$ cat src/rtl/uart_pkg.sv
// Shared types and default sizes for the UART transmit scheduler.
package uart_pkg;

  localparam int unsigned DefaultDataSize = 8;
  localparam int unsigned DefaultGapWidth = 8;

  typedef enum logic [2:0] {
    StIdle,
    StPop,
    StStart,
    StWaitDone,
    StGap
  } sched_state_e;

endpackage

$ cat src/rtl/uart_tx_sched.sv
// Pulls bytes from the TX FIFO and hands them to the serializer one frame at a time,
// with an optional programmable idle gap between frames.
module uart_tx_sched
  import uart_pkg::*;
#(
  parameter int unsigned DATA_SIZE = DefaultDataSize,
  parameter int unsigned GAP_WIDTH = DefaultGapWidth
) (
  input  logic                 i_clk,
  input  logic                 i_reset,
  input  logic                 i_enable,
  input  logic [GAP_WIDTH-1:0] i_gap_cycles,
  input  logic                 i_fifo_empty,
  input  logic [DATA_SIZE-1:0] i_fifo_data,
  output logic                 o_fifo_read_en,
  input  logic                 i_tx_busy,
  input  logic                 i_tx_done,
  output logic                 o_tx_start,
  output logic [DATA_SIZE-1:0] o_tx_data,
  output logic                 o_active,
  output logic                 o_irq_done,
  output logic [15:0]          o_sent_count
);

  sched_state_e         r_state;
  sched_state_e         w_state_next;
  logic [GAP_WIDTH-1:0] r_gap_cnt;
  logic [GAP_WIDTH-1:0] w_gap_cnt_next;
  logic [DATA_SIZE-1:0] r_tx_data;
  logic [DATA_SIZE-1:0] w_tx_data_next;
  logic [15:0]          r_sent_count;
  logic [15:0]          w_sent_count_next;
  logic                 r_irq_done;
  logic                 w_irq_done_next;
  logic                 w_decide;
  logic                 w_can_pop;

  always_ff @(posedge i_clk or posedge i_reset) begin
    if (i_reset) begin
      r_state <= StIdle;
    end else begin
      r_state <= w_state_next;
    end
  end

  // w_decide marks the end of a frame (plus gap): pick the next frame or go idle.
  always_comb begin
    w_can_pop    = i_enable & ~i_fifo_empty;
    w_decide     = 1'b0;
    w_state_next = r_state;
    unique case (r_state)
      StIdle: begin
        if (w_can_pop) w_state_next = StPop;
      end
      StPop: begin
        w_state_next = StStart;
      end
      StStart: begin
        if (!i_tx_busy) w_state_next = StWaitDone;
      end
      StWaitDone: begin
        if (i_tx_done) begin
          if (i_gap_cycles == '0) begin
            w_decide = 1'b1;
          end else begin
            w_state_next = StGap;
          end
        end
      end
      StGap: begin
        if (r_gap_cnt == '0) w_decide = 1'b1;
      end
      default: begin
        w_state_next = StIdle;
      end
    endcase
    if (w_decide) begin
      w_state_next = w_can_pop ? StPop : StIdle;
    end
  end

  always_comb begin
    w_tx_data_next    = r_tx_data;
    w_sent_count_next = r_sent_count;
    w_gap_cnt_next    = r_gap_cnt;
    w_irq_done_next   = w_decide & i_fifo_empty;
    if (r_state == StPop) begin
      w_tx_data_next = i_fifo_data;
    end
    if ((r_state == StWaitDone) && i_tx_done) begin
      w_sent_count_next = r_sent_count + 16'd1;
      if (i_gap_cycles != '0) begin
        w_gap_cnt_next = i_gap_cycles - GAP_WIDTH'(1);
      end
    end
    if ((r_state == StGap) && (r_gap_cnt != '0)) begin
      w_gap_cnt_next = r_gap_cnt - GAP_WIDTH'(1);
    end
  end

  always_ff @(posedge i_clk or posedge i_reset) begin
    if (i_reset) begin
      r_tx_data    <= '0;
      r_sent_count <= '0;
      r_gap_cnt    <= '0;
      r_irq_done   <= 1'b0;
    end else begin
      r_tx_data    <= w_tx_data_next;
      r_sent_count <= w_sent_count_next;
      r_gap_cnt    <= w_gap_cnt_next;
      r_irq_done   <= w_irq_done_next;
    end
  end

  // Start strobe is the only output that looks at a live input (serializer busy).
  always_comb begin
    o_fifo_read_en = (r_state == StPop);
    o_tx_start     = (r_state == StStart) & ~i_tx_busy;
    o_active       = (r_state != StIdle);
    o_irq_done     = r_irq_done;
    o_tx_data      = r_tx_data;
    o_sent_count   = r_sent_count;
  end

endmodule
$ cat config.mk
export PLATFORM = sky130hd
export DESIGN_NAME = uart_tx_sched
export DESIGN_NICKNAME = d
export VERILOG_FILES = /design/src/rtl/uart_pkg.sv /design/src/rtl/uart_tx_sched.sv
export SDC_FILE = /design/constraint.sdc
export NUM_CORES = 1
export LEC_CHECK = 0
export CAP_MARGIN = 15
export CORE_MARGIN = 2
export CORE_UTILIZATION = 38
export CTS_BUF_LIST = sky130_fd_sc_hd__clkbuf_8
export CTS_CLUSTER_DIAMETER = 80
export CTS_CLUSTER_SIZE = 8
export DETAILED_ROUTE_END_ITERATION = 8
export PLACE_DENSITY = 0.68
export RECOVER_POWER = 50
export SLEW_MARGIN = 15
export SYNTH_ARGS = -nofsm -noshare
export SYNTH_HDL_FRONTEND = slang
export SYNTH_SLANG_ARGS = --single-unit
$ cat constraint.sdc
create_clock -name i_clk -period 3.4 [get_ports i_clk]
set_clock_uncertainty 0.1 [all_clocks]
set_input_delay 0.85 -clock i_clk [delete_from_list [all_inputs] [get_ports i_clk]]
set_output_delay 0.85 -clock i_clk [all_outputs]
set_load 0.02 [all_outputs]
== Word level (Yosys, flattened, before mapping) ==
Index checks and enable logic that the tools add are counted.
Cells by class
  add/sub/neg operators: 3
  equal/unequal tests: 9
  mux-type cells: 14
  bitwise operators: 5
  reduce and logical (&&, ||, !) cells: 12
Operators by type and width (number)
  $mux W8: 3
  $add A16 B1 Y16 const B: 1
  $logic_not A8 Y1: 2
  $reduce_bool A8 Y1: 2
  $sub A8 B1 Y8 const B: 2
  $mux W3: 5
  $pmux W3 S5: 1
  $ne A3 B3 Y1 const B: 4
  $eq A3 B2 Y1 const B: 2
  $reduce_and A5 Y1: 1
  $mux W1: 4
  $reduce_bool A2 Y1: 2
  $and A1 B1 Y1: 3
  $eq A3 B1 Y1 const B: 1
  $eq A3 B3 Y1 const B: 1
  $logic_not A3 Y1: 1
  $reduce_bool A3 Y1: 1
  $logic_and A1 B1 Y1: 2
  $ne A2 B2 Y1 const B: 1
  $not A1 Y1: 2
  $pmux W1 S2: 1
  $reduce_and A2 Y1: 1
Storage, ports and cells
  register bits: 36
  input port bits: 22
  output and inout port bits: 28
  logic and storage cells: 48

== Logic depth before layout (Yosys ltp) ==
  word-level depth: 6
  gate-level depth with buffers: 9

== Worst setup path before layout ==
Ideal clock, no wire load.
  kind: reg2reg
  start point: reg r_gap_cnt[5]
  end point: reg r_gap_cnt[6]
  library setup time: 136 ps
  arrival: 2324 ps
  required time: 3164 ps
  slack: 840 ps
  cell stages (with the launch flop): 10
  path buffers: 0
  cells stage by stage: dfrtp_1 nor4_1 nand3_1 nand2_2 mux2i_1 ha_1 o221a_2 o2111ai_1 o211ai_1 o211ai_1
On the way
  longest elaborated chain between the ends: 4
  elaborated cells on any way between the ends: 7
  those cells by class: add/sub: 1; mux: 1; reduce/logical: 5
RTL lines
  from (decl): line uart_tx_sched.sv:27  | logic [GAP_WIDTH-1:0] r_gap_cnt;
  from (signal assigned): line uart_tx_sched.sv:110  | r_gap_cnt <= w_gap_cnt_next;
  branches (longest 4 deep; another with $sub A8 B1 Y8)
Several ways; the timed one is not identified.
A chain may end at the register's enable or synchronous reset.

== Final worst setup path ==
  start point: in i_tx_busy
  end point: out o_tx_start
On the way
  longest elaborated chain between the ends: 2
RTL lines
  from (decl): line uart_tx_sched.sv:16  | input logic i_tx_busy,
  $not A1 Y1: line uart_tx_sched.sv:118  | o_tx_start = (r_state == StStart) & ~i_tx_busy;
  $and A1 B1 Y1: line uart_tx_sched.sv:118
  to (decl): line uart_tx_sched.sv:18  | output logic o_tx_start,
No other way between the ends.

==> results.txt <==
DRC violations left: 0
Routed WL per cell: 13.8 um
Max-slew violation count: 37
Fin cells: 308
CTS Root Cell: clkbuf_8
Vert. Die Dim: 75.2 um
GR Overflow Total: 0
VDD IR max: 0.269 mV
Worst slew pin tran: 1.91 ns
Width of the die: 75.2 um
Initial antenna violation count: 0
CP Class: input pin to output port
Hold Path Class: flip-flop to flip-flop
Clock sink count: 36
CP Cell Sequence: clkdlybuf4s50_1, nor4b_1, clkdlybuf4s50_1
Post-synth top area share: 46.7%
Failing checks: capacitance limit, slew limit
IO Count: 50
Yosys warning count: 0
Worst skew pair latency: 0.29 ns
Syn Inst Count: 186
CP Launch Type: input pin
Vias after detailed routing: 1635
Total placed cells including tap cells: 300
Core area: 4820 sq um
FF+latch count, synth: 36
Final Hold Vio Count: 0
Period utilization: 92.1%
Diode count: 0
Max incr delay on CP: 0.65 ns
Tmin final: 3.13 ns
Cts hold-fix bufs: 0
Commonest cells after routing, fill and taps aside: clkdlybuf4s50_1, dfrtp_1, nor2_1, nand2_1, nand3_1
Post-synth net total: 210
Status: complete, but fails checks
I/O Buffers: 49
CP top delay family: buffers and inverters
Critical Path Sink: o_tx_start
Critical path fanouts, max: 2
DP HPWL: 3110 um
R2r setup slk: 0.36 ns
Post-CTS Setup Repair Bufs: 0
CTS Buffer Depth: 2
Ys flop type: dfrtp_1
Util after Layout: 53.6%
Reg2Reg Depth: 9
Synth cell types: 55
Data required, critical path: 2.45 ns
Capturing element type of the critical path: output port
Die area: 5660 sq um
CP dominant cell by count: clkdlybuf4s50_1
RR Startpoint: r_gap_cnt[5]$_DFFE_PP0P_
Num CTS Buffers: 5
Post-synth design cell area: 1930 sq um
Filler cells: 450
Largest net degree at the start of global routing: 37
Layout area overhead: 33.8%
Number of synthesized flops with an enable pin: 0
Relative slew slack: -27.5%
CP Buf/Inv Count: 2
Number of global-route vias before repair: 1511
Final setup vio count: 0
First-pass GRT wire length: 7070 um
Via density: 5.31
Sequential area share after synthesis: 46.7%
Clk slew on worst S/H paths: 0.07 ns
Critical-path top delay cell: clkdlybuf4s50_1
Largest cells by area after synthesis: dfrtp_1, xnor2_1, mux2_2
Std-Cell Rows: 25
Levels on crit path: 3
Critical path data arrival time: 2.18 ns
RR Endpoint: r_gap_cnt[6]$_DFFE_PP0P_
Max-cap check violation count: 1
Final ANT Viol Nets: 0
Placed Instance Area: 2500 sq um
Nets: 264
CTS tree: yes
Commonest non-fill, non-tap cell in the layout: clkdlybuf4s50_1
Fmax: 319 MHz
CP startpoint: i_tx_busy
Ys async rst share: 100%
Hold-critical path depth: 1
GRT Total Usage: 16.3%
Dominant cell type by area after synthesis: dfrtp_1
Mean Syn Cell Area: 10.4 sq um
RSZ-0062 raised after global routing: no
H-tree depth: 2
Leakage: 0.00106 uW
Starting density of the core: 40.0%
Initial DRC count: 78
Final TNS setup: 0 ns
Layout cells sized above 1: 11.2%
Gp weighted congestion: 0.872
Drt pass-1 iters: 4
Power density over the cells: 689 nW/um^2
Cts repair resizes: 0
Fin area: 2580 sq um
WL final: 4240 um
## cells in the mapped netlist (4+ instances only)
cell	number
nand2_1	15
buf_2	4
nand3_1	12
mux2_2	8
dfrtp_1	36
xnor2_1	11
o21ai_0	5
nor2_1	16
nor3_1	4
nand4_1	4
xor2_1	4
a21oi_1	6
## worst min path at each step
stage | start | to
after floorplan | r_gap_cnt[0]$_DFFE_PP0P_ | r_gap_cnt[0]$_DFFE_PP0P_
after global placement | o_sent_count[15]$_DFFE_PP0P_ | o_sent_count[15]$_DFFE_PP0P_
after detailed placement | o_sent_count[15]$_DFFE_PP0P_ | o_sent_count[15]$_DFFE_PP0P_
after CTS | o_sent_count[15]$_DFFE_PP0P_ | o_sent_count[15]$_DFFE_PP0P_
after global routing | o_sent_count[15]$_DFFE_PP0P_ | o_sent_count[15]$_DFFE_PP0P_
final | o_sent_count[15]$_DFFE_PP0P_ | o_sent_count[15]$_DFFE_PP0P_
## final cells by class
class	count	area, sq um	area share [%]
clock inverters	2	11.3	0.436
repair buffers	55	524	20.3
flip-flops and latches	36	901	34.9
inverters	3	11.3	0.436
multi-input cells	139	966	37.4
clock buffers	6	82.6	3.20
well taps	67	83.8	3.25
## stage by stage
stage	setup WS, ns	hold slack (ns)	power (uW)
floorplan	0.840	0.431	1200
global placement	0.293	0.366	1480
detailed placement	0.273	0.377	1490
CTS	0.262	0.387	1800
global route	0.135	0.398	1910
finish	0.269	0.378	1780
## layer usage
layer  share of wire, %  track usage, %  vias to the layer above
met3                6.9            4.69                        9
li1                   -               -                      789
met4                1.5            5.07                        0
met2                 46            26.2                       65
met5                  0               0                        -
met1                 45            21.4                      772
## worst register-to-register path, cell delays in order (launching register included)
cell and delay, ns:
dfrtp_1 0.44, nor4_1 0.61, nand3_1 0.27, nand2_2 0.26, mux2i_1 0.27, ha_1 0.25
o221a_2 0.25, o2111ai_1 0.17, o211ai_1 0.20, o211ai_1 0.10
## state kept, by name, indices dropped and copies added (netlist names)
register      cells
o_tx_data         8
o_irq_done        1
r_state           3
o_sent_count     16
r_gap_cnt         8
## power by group
| part | switching, uW | internal, uW | leakage [uW] |
|---|---|---|---|
| combinational | 352 | 380 | 0.000556 |
| clock | 146 | 161 | 0.0000486 |
| sequential | 174 | 564 | 0.000456 |
## cell families after synthesis
group / after synthesis / synth area share, %
simple gates: 75 / 21.9
flops: 36 / 46.7
compound gates: 35 / 13.0
xor+xnor: 15 / 6.81
mux: 12 / 7.01
buf+inv: 11 / 3.18
fa+ha+maj: 2 / 1.30
(Power assumes the default switching activity.)
